## config.mk

```make
export PLATFORM = sky130hd
export DESIGN_NAME = pipeline_hazard_ctrl
export DESIGN_NICKNAME = d
export VERILOG_FILES = /design/src/rtl/cpu_pkg.sv /design/src/rtl/hz_shadow_stage.sv /design/src/rtl/pipeline_hazard_ctrl.sv
export SDC_FILE = /design/constraint.sdc
export NUM_CORES = 1
export LEC_CHECK = 0
export CAP_MARGIN = 20
export CORE_ASPECT_RATIO = 1.2
export CORE_MARGIN = 5
export CORE_UTILIZATION = 49
export CTS_CLUSTER_SIZE = 40
export DETAILED_ROUTE_END_ITERATION = 8
export PLACE_DENSITY = 0.79
export SETUP_SLACK_MARGIN = 0.4
export SYNTH_ARGS = -nofsm -noshare
export SYNTH_HDL_FRONTEND = slang
export SYNTH_HIERARCHICAL = 1
export SYNTH_SLANG_ARGS = --single-unit
```

## constraint.sdc

```tcl
create_clock -name clk -period 3 [get_ports clk]
set_clock_uncertainty 0.15 [all_clocks]
set_input_delay 0.6 -clock clk [delete_from_list [all_inputs] [get_ports clk]]
set_output_delay 0.6 -clock clk [all_outputs]
set_load 0.05 [all_outputs]
```

## src/rtl/cpu_pkg.sv

```systemverilog
// Shared types for the core's hazard and forwarding logic.
// Latency: n/a (types and constants only).
// Backpressure: n/a.
package cpu_pkg;

    // EX operand source select, registered alongside the instruction entering EX
    typedef enum logic [1:0] {
        FWD_REG   = 2'b00,
        FWD_EXMEM = 2'b01,
        FWD_MEMWB = 2'b10
    } fwd_sel_e;

    // Load-use sequencer state
    typedef enum logic {
        HZ_RUN   = 1'b0,
        HZ_STALL = 1'b1
    } hz_state_e;

    // XZR reads as zero and discards writes, so it never carries a dependency
    localparam logic [4:0] XZR = 5'd31;

endpackage

```

## src/rtl/hz_shadow_stage.sv

```systemverilog
// Shadow copy of one pipeline register's rd / reg_wr / mem_rd fields.
// Latency: 1 cycle from inputs to outputs.
// Backpressure: none; loads every cycle, kill loads an all-zero (bubble) entry.
module hz_shadow_stage #(
    parameter int REG_W = 5
) (
    input  logic             clk,
    input  logic             reset,
    input  logic             kill,
    input  logic [REG_W-1:0] rd_in,
    input  logic             reg_wr_in,
    input  logic             mem_rd_in,
    output logic [REG_W-1:0] rd,
    output logic             reg_wr,
    output logic             mem_rd
);

    logic [REG_W-1:0] rd_d,     rd_q;
    logic             reg_wr_d, reg_wr_q;
    logic             mem_rd_d, mem_rd_q;

    // Next entry: the incoming fields, or a bubble when killed
    always_comb begin
        rd_d     = kill ? '0   : rd_in;
        reg_wr_d = kill ? 1'b0 : reg_wr_in;
        mem_rd_d = kill ? 1'b0 : mem_rd_in;
    end

    // Slice register, cleared to a bubble on reset
    always_ff @(posedge clk or posedge reset) begin
        if (reset) begin
            rd_q     <= '0;
            reg_wr_q <= 1'b0;
            mem_rd_q <= 1'b0;
        end else begin
            rd_q     <= rd_d;
            reg_wr_q <= reg_wr_d;
            mem_rd_q <= mem_rd_d;
        end
    end

    assign rd     = rd_q;
    assign reg_wr = reg_wr_q;
    assign mem_rd = mem_rd_q;

endmodule

```

## src/rtl/pipeline_hazard_ctrl.sv

```systemverilog
// Load-use stall, bubble injection, branch flush and forwarding select for the 5-stage core.
// Latency: hazard to stall/bubble 0 cycles; forwarding select registered, 1 cycle ahead of use.
// Backpressure: load-use stalls hold PC and IF/ID for LOAD_USE_STALLS cycles; stall beats flush.
module pipeline_hazard_ctrl
    import cpu_pkg::*;
#(
    parameter int REG_W           = 5,
    parameter int ZERO_REG        = XZR,
    parameter int LOAD_USE_STALLS = 1,
    parameter int CNT_W           = 32
) (
    input  logic             clk,
    input  logic             reset,
    input  logic             id_valid,
    input  logic [REG_W-1:0] id_rn,
    input  logic [REG_W-1:0] id_rm,
    input  logic             id_use_rn,
    input  logic             id_use_rm,
    input  logic [REG_W-1:0] id_rd,
    input  logic             id_reg_wr,
    input  logic             id_mem_rd,
    input  logic             id_br_taken,
    output logic             pc_wr_en,
    output logic             ifid_wr_en,
    output logic             ifid_flush,
    output logic             idex_bubble,
    output logic [1:0]       fwd_a,
    output logic [1:0]       fwd_b,
    output logic [CNT_W-1:0] stall_cnt
);

    localparam logic [REG_W-1:0] ZR = ZERO_REG[REG_W-1:0];
    // The hazard cycle itself is the first bubble; the STALL state supplies the rest.
    localparam bit         HAS_EXTRA = (LOAD_USE_STALLS > 1);
    localparam logic [1:0] CNT_INIT  = HAS_EXTRA ? 2'(LOAD_USE_STALLS - 2) : 2'd0;

    // Shadows of ID/EX and EX/MEM destination fields
    logic [REG_W-1:0] ex_rd,  mem_rd;
    logic             ex_reg_wr, ex_mem_rd, mem_reg_wr;
    logic             mem_mem_rd_unused;

    hz_shadow_stage #(.REG_W(REG_W)) u_ex_shadow (
        .clk       (clk),
        .reset     (reset),
        .kill      (idex_bubble || !id_valid),
        .rd_in     (id_rd),
        .reg_wr_in (id_reg_wr),
        .mem_rd_in (id_mem_rd),
        .rd        (ex_rd),
        .reg_wr    (ex_reg_wr),
        .mem_rd    (ex_mem_rd)
    );

    hz_shadow_stage #(.REG_W(REG_W)) u_mem_shadow (
        .clk       (clk),
        .reset     (reset),
        .kill      (1'b0),
        .rd_in     (ex_rd),
        .reg_wr_in (ex_reg_wr),
        .mem_rd_in (ex_mem_rd),
        .rd        (mem_rd),
        .reg_wr    (mem_reg_wr),
        .mem_rd    (mem_mem_rd_unused)
    );

    hz_state_e        state_d,     state_q;
    logic [1:0]       cnt_d,       cnt_q;
    fwd_sel_e         fwd_a_d,     fwd_a_q;
    fwd_sel_e         fwd_b_d,     fwd_b_q;
    logic [CNT_W-1:0] stall_cnt_d, stall_cnt_q;

    logic hit_ex_a, hit_ex_b, hit_mem_a, hit_mem_b;
    logic hazard, stall;

    // A real dependency on a producer: used operand, same index, producer writes, not XZR
    function automatic logic dep_match(input logic             use_r,
                                       input logic [REG_W-1:0] r,
                                       input logic [REG_W-1:0] s_rd,
                                       input logic             s_wr);
        return use_r && (r == s_rd) && s_wr && (r != ZR);
    endfunction

    // Dependency compares and the load-use stall decision
    always_comb begin
        hit_ex_a  = dep_match(id_use_rn, id_rn, ex_rd,  ex_reg_wr);
        hit_ex_b  = dep_match(id_use_rm, id_rm, ex_rd,  ex_reg_wr);
        hit_mem_a = dep_match(id_use_rn, id_rn, mem_rd, mem_reg_wr);
        hit_mem_b = dep_match(id_use_rm, id_rm, mem_rd, mem_reg_wr);
        hazard    = (state_q == HZ_RUN) && id_valid && ex_mem_rd && (hit_ex_a || hit_ex_b);
        stall     = hazard || (state_q == HZ_STALL);
    end

    // Stall sequencing; a load already past EX cannot raise a new hazard while stalled
    always_comb begin
        state_d = state_q;
        cnt_d   = cnt_q;
        case (state_q)
            HZ_RUN: begin
                if (hazard && HAS_EXTRA) begin
                    state_d = HZ_STALL;
                    cnt_d   = CNT_INIT;
                end
            end
            HZ_STALL: begin
                if (cnt_q == 2'd0) begin
                    state_d = HZ_RUN;
                end else begin
                    cnt_d = cnt_q - 2'd1;
                end
            end
            default: state_d = HZ_RUN;
        endcase
    end

    // Forwarding selects for the instruction entering EX; younger EX producer wins over MEM
    always_comb begin
        fwd_a_d = FWD_REG;
        fwd_b_d = FWD_REG;
        if (!stall) begin
            if (hit_ex_a && !ex_mem_rd) begin
                fwd_a_d = FWD_EXMEM;
            end else if (hit_mem_a) begin
                fwd_a_d = FWD_MEMWB;
            end
            if (hit_ex_b && !ex_mem_rd) begin
                fwd_b_d = FWD_EXMEM;
            end else if (hit_mem_b) begin
                fwd_b_d = FWD_MEMWB;
            end
        end
    end

    // Bubble-cycle counter, saturating at all-ones
    always_comb begin
        stall_cnt_d = stall_cnt_q;
        if (stall && (stall_cnt_q != {CNT_W{1'b1}})) begin
            stall_cnt_d = stall_cnt_q + {{(CNT_W-1){1'b0}}, 1'b1};
        end
    end

    // Sequencer state, registered selects and counter; reset drops any stall in progress
    always_ff @(posedge clk or posedge reset) begin
        if (reset) begin
            state_q     <= HZ_RUN;
            cnt_q       <= 2'd0;
            fwd_a_q     <= FWD_REG;
            fwd_b_q     <= FWD_REG;
            stall_cnt_q <= '0;
        end else begin
            state_q     <= state_d;
            cnt_q       <= cnt_d;
            fwd_a_q     <= fwd_a_d;
            fwd_b_q     <= fwd_b_d;
            stall_cnt_q <= stall_cnt_d;
        end
    end

    assign pc_wr_en    = !stall;
    assign ifid_wr_en  = !stall;
    assign idex_bubble = stall;
    assign ifid_flush  = id_br_taken && id_valid && !stall;
    assign fwd_a       = fwd_a_q;
    assign fwd_b       = fwd_b_q;
    assign stall_cnt   = stall_cnt_q;

endmodule
```

After elaboration in Yosys (flattened, before gate mapping) --
Index checks and enable logic that the tools add are counted.
Storage, ports and cells: output and inout bits 40, flip-flop bits (word level) 52, word-level logic and storage cells 60
Operators by class: equality and inequality tests 7, reductions and logical operators 28, multiplexer cells 11, bitwise gates (word level) 2, add/subtract/negate cells 2
Operator list (number):
- 32-bit by 1-bit adder with 32-bit output (second input constant) | 1
- 32-bit inequality test (second input constant) | 1
- 5-bit == test | 4
- 1-bit logical AND | 20
- 2-bit 2-to-1 mux | 6
- 5-bit inequality test (second input constant) | 2
- 5-bit 2-to-1 mux | 1
- 1-bit 2-to-1 mux | 4
- 1-bit logical NOT | 3
- 1-bit logical OR | 3
- 2-bit logical NOT | 1
- 1-bit inverter | 2
- 2-bit AND reduction | 1
- 2-bit by 1-bit subtractor with 2-bit output (second input constant) | 1

Logic depth before layout (Yosys ltp) --
word-level depth 9, depth in mapped cells 10, gate-level depth less buffers 8

Hierarchy --
Netlist, hierarchy kept.
By module, submodules not included:
- pipeline_hazard_ctrl | cells an instance 213, times used 1, area an instance 2148.3 um2
- hz_shadow_stage | cells an instance 15, times used 2, area an instance 222.7 um2

Least setup slack after synthesis --
OpenSTA, ideal clock, no wires.
path type input to register, from input port id_rm[2], to register stall_cnt_q[16], in the netlist stall_cnt[16], arrival 3249 ps, buffers on the path 0, cell stages on the path 8, required time 2725 ps, setup slack -524 ps, library setup time 125 ps, cells stage by stage nand3_1 > o21ai_0 > nand4b_1 > nand2_1 > a31oi_1 > inv_1 > nand4_1 > mux2_2
Between the ends: cells in the longest elaborated chain, start to end 8
Ends and longest elaborated chain:
- start, declared | line pipeline_hazard_ctrl.sv:16 | input logic [REG_W-1:0] id_rm,
- 5-bit == test | line pipeline_hazard_ctrl.sv:80 | return use_r && (r == s_rd) && s_wr && (r != ZR);
- 1-bit logical AND (2 in series) | line pipeline_hazard_ctrl.sv:80
- 1-bit logical AND * | line pipeline_hazard_ctrl.sv:80
- 1-bit logical OR * | line pipeline_hazard_ctrl.sv:89 | hazard = (state_q == HZ_RUN) && id_valid && ex_mem_rd && (hit_ex_a || hit_ex_b);
- 1-bit logical AND * | line pipeline_hazard_ctrl.sv:89
- 1-bit logical OR * | line pipeline_hazard_ctrl.sv:90 | stall = hazard || (state_q == HZ_STALL);
- named net idex_bubble | line pipeline_hazard_ctrl.sv:26 | output logic idex_bubble,
- 1-bit logical AND * | line pipeline_hazard_ctrl.sv:136 | if (stall && (stall_cnt_q != {CNT_W{1'b1}})) begin
- end signal, assigned | line pipeline_hazard_ctrl.sv:154 | stall_cnt_q <= stall_cnt_d;
- end, declared | line pipeline_hazard_ctrl.sv:70 | logic [CNT_W-1:0] stall_cnt_d, stall_cnt_q;
The timed path passes the listed nets; every way through them passes the cells marked *. A chain may end at the register's enable or synchronous reset.

Worst setup path after layout --
from input port id_use_rm, to output port ifid_flush
Between the ends: cells in the longest elaborated chain, start to end 8
Ends and longest elaborated chain:
- start, declared | line pipeline_hazard_ctrl.sv:18 | input logic id_use_rm,
- 1-bit logical AND (3 in series) | line pipeline_hazard_ctrl.sv:80
- 1-bit logical OR | line pipeline_hazard_ctrl.sv:89
- 1-bit logical AND | line pipeline_hazard_ctrl.sv:89
- 1-bit logical OR | line pipeline_hazard_ctrl.sv:90
- 1-bit logical NOT | line pipeline_hazard_ctrl.sv:161 | assign ifid_flush = id_br_taken && id_valid && !stall;
- 1-bit logical AND | line pipeline_hazard_ctrl.sv:161
- end, declared | line pipeline_hazard_ctrl.sv:25 | output logic ifid_flush,
Every way passes these cells.

==> results.json <==
{
  "run_status": "finished, final reports clean",
  "core_region_area_um2": 5010,
  "port_buffers": 62,
  "clock_insertion_delay_worst_skew_ns": 0.31,
  "globalRouteTotalUtil_pct": 20.1,
  "synth-warning-count": 6,
  "synthesis.area_um2": 2560,
  "min_period_ns": 2.83,
  "global_route_wire_length_before_repair_mm": 10.7,
  "grt_setup_unrepaired": "true",
  "drc": 0,
  "worst_path_dominant_cell_family": "buffers and inverters",
  "dr_total_vias": 2196,
  "worstSetupStartpointType": "input port",
  "nNetsFinal": 369,
  "vdd.ir_drop.worst_mv": 0.293,
  "htree_levels": 2,
  "antenna_violations_before_repair": 0,
  "worst-endpoint-arrival_ns": 2.08,
  "grt_pass1_vias": 2279,
  "hold_path.class": "reg -> reg",
  "die_w_um": 76.0,
  "globalRoute.totalOverflow": 0,
  "leakage_power_figure_uw": 0.00198,
  "criticalPathCategory": "in -> out",
  "post_synth.cell_area_avg_um2": 10.6,
  "drtAntennaViolNets": 0,
  "numClockSinks": 52,
  "cell_with_the_biggest_individual_delay_on_the_critical_path": "sky130_fd_sc_hd__clkdlybuf4s50_1",
  "drt_first_iter_violations": 92,
  "final_hold_viol_count": 0,
  "final.setup.tns_ns": 0,
  "postLayoutCoreUtil_pct": 79.0,
  "insertedDiodeCount": 0,
  "grt_start_max_net_pins": 40,
  "timing.critical_path.buf_inv": 2,
  "floorplan_die_area_um2": 6780,
  "post_dp_hpwl_mm": 4.62,
  "drt_first_pass_iters": 4,
  "floorplan.io_pins": 63,
  "post_drt_wl_per_cell_um": 17.7,
  "netlist_instances": 241,
  "biggest_cell_delay_along_the_critical_path_ns": 0.51,
  "fraction_of_final_layout_cells_with_drive_strength_greater_than_1_pct": 30.1,
  "layout_worst_path_cycle_share_pct": 94.3,
  "endpoint_kind": "primary output",
  "critical_path_required_ns": 2.25,
  "tritoncts.num_buffers": 5,
  "wl_met1_mm": 2.59,
  "cts.path.max_buffers": 2,
  "actual_slew_at_the_worst_max_slew_pin_ns": 0.719,
  "initial_core_util_pct": 51.1,
  "cap_violations": 0,
  "report.final.slew_viol_count": 0,
  "top_layer": "met4",
  "worst-path-max-fanout": 3,
  "setup_viol": 0,
  "rr_startpoint": "u_ex_shadow/rd[0]",
  "clock_tree_from_tritoncts": "done",
  "cts_hold_buf": 0,
  "worst_setup_hold_path_clk_slew_ns": 0.09,
  "timing.slew.headroom_pct": 51.9,
  "dieHeight_um": 89.2,
  "final_wirelength_mm": 7.17,
  "vias_per_cell": 5.42,
  "maxClockFrequency_ghz": 0.354,
  "min_from": "cnt_q[0]",
  "finalWeightedCongestion": 0.809,
  "core.rowCount": 28,
  "met2_length_mm": 3.98,
  "crit_path_cell_chain": "clkdlybuf4s50_1 > o21ai_2 > nand4b_1 > nand2_2 > a31oi_4 > and3_4 > buf_12",
  "critPathLaunch": "id_use_rm",
  "buffer_type_at_the_clock_tree_root": "sky130_fd_sc_hd__clkbuf_8",
  "total_length_of_routed_met3_wires_um": 373,
  "area_growth_syn_to_layout_pct": 54.5,
  "pwr_density_cell_nw_per_um2": 347
}
[worst register-to-register path, cell delays in order, from the launching register on]
cell	delay (ns)
sky130_fd_sc_hd__dfrtp_1	0.43
sky130_fd_sc_hd__xor2_2	0.16
sky130_fd_sc_hd__nor4_2	0.30
sky130_fd_sc_hd__nand4b_1	0.21
sky130_fd_sc_hd__buf_4	0.19
sky130_fd_sc_hd__buf_6	0.11
sky130_fd_sc_hd__and3b_2	0.21
sky130_fd_sc_hd__or2_4	0.30
sky130_fd_sc_hd__buf_12	0.17
sky130_fd_sc_hd__nor3_2	0.23
sky130_fd_sc_hd__xor2_1	0.18
[per-stage QoR]
stage,setup slack [ns],total power [uW],std cells,cell area [um^2],hold slack (ns)
6_report,0.172,1370,405,3960,0.330
5_1_grt,0.0693,1420,405,3960,0.350
4_1_cts,0.193,1370,400,3750,0.327
3_5_place_dp,-0.248,850,386,3470,0.312
3_3_place_gp,-0.174,847,386,3470,0.313
2_1_floorplan,0.308,784,246,2610,0.241
[repair_timing]
action / 4_1_cts / 5_1_grt
gates resized for setup: 55 / 35
endpoints found under the setup margin: 43 / 33
setup buffers: 6 / 4
pin swaps: 18 / 22
gates cloned: 0 / 1
[path summary, 6_finish.rpt]
kind                                      end  slack [ns]  cells after the start
min in group asynchronous  u_ex_shadow/mem_rd        0.42                      2
min                                  cnt_q[0]        0.33                      1
min reg2reg                          cnt_q[0]        0.33                      1
max in group asynchronous       stall_cnt[25]        1.71                      3
max reg2reg                     stall_cnt[21]        0.29                     10
max                                ifid_flush        0.17                      7
[report_power, final]
group	switching, uW	internal, uW	total, uW
Clock	234	295	529
Sequential	10.8	709	720
Combinational	62.0	63.7	126
[final cells by class]
class	count	area, um^2
multi-input cells	181	1470
repair buffers	95	950
well taps	60	75.1
flip-flops and latches	52	1310
clock buffers	7	96.3
clock inverters	1	30.0
inverters	9	33.8
fillers	306	1050
[metal layers]
| metal | GRT usage (%) | up-vias |
|---|---|---|
| li1 | - | 1012 |
| met1 | 21.1 | 1093 |
| met2 | 38.4 | 70 |
| met3 | 4.74 | 21 |
| met4 | 8.58 | 0 |
| met5 | 0 | - |
[layout by cell type (no fill, tap or decap), types with 6 or more instances in the layout]
| master | instances |
|---|---|
| sky130_fd_sc_hd__clkdlybuf4s50_1 | 48 |
| sky130_fd_sc_hd__buf_4 | 25 |
| sky130_fd_sc_hd__nand2_1 | 24 |
| sky130_fd_sc_hd__xnor2_1 | 16 |
| sky130_fd_sc_hd__dfrtp_1 | 45 |
| sky130_fd_sc_hd__dfrtp_2 | 7 |
| sky130_fd_sc_hd__inv_1 | 9 |
| sky130_fd_sc_hd__nor2b_1 | 13 |
| sky130_fd_sc_hd__nor2_1 | 6 |
| sky130_fd_sc_hd__conb_1 | 6 |
| sky130_fd_sc_hd__buf_12 | 6 |
| sky130_fd_sc_hd__nor3_4 | 9 |
| sky130_fd_sc_hd__clkbuf_8 | 7 |
| sky130_fd_sc_hd__nand3_1 | 11 |
| sky130_fd_sc_hd__xor2_1 | 31 |
[sequential cells by signal, summed over array words and instances, names as in the netlist]
name,flops
cnt_q,2
fwd_a,2
fwd_b,2
stall_cnt,32
state_q,1
u_ex_shadow/mem_rd,1
u_ex_shadow/rd,5
u_ex_shadow/reg_wr,1
u_mem_shadow/rd,5
u_mem_shadow/reg_wr,1
No activity file was read; power rests on OpenSTA's default activity.
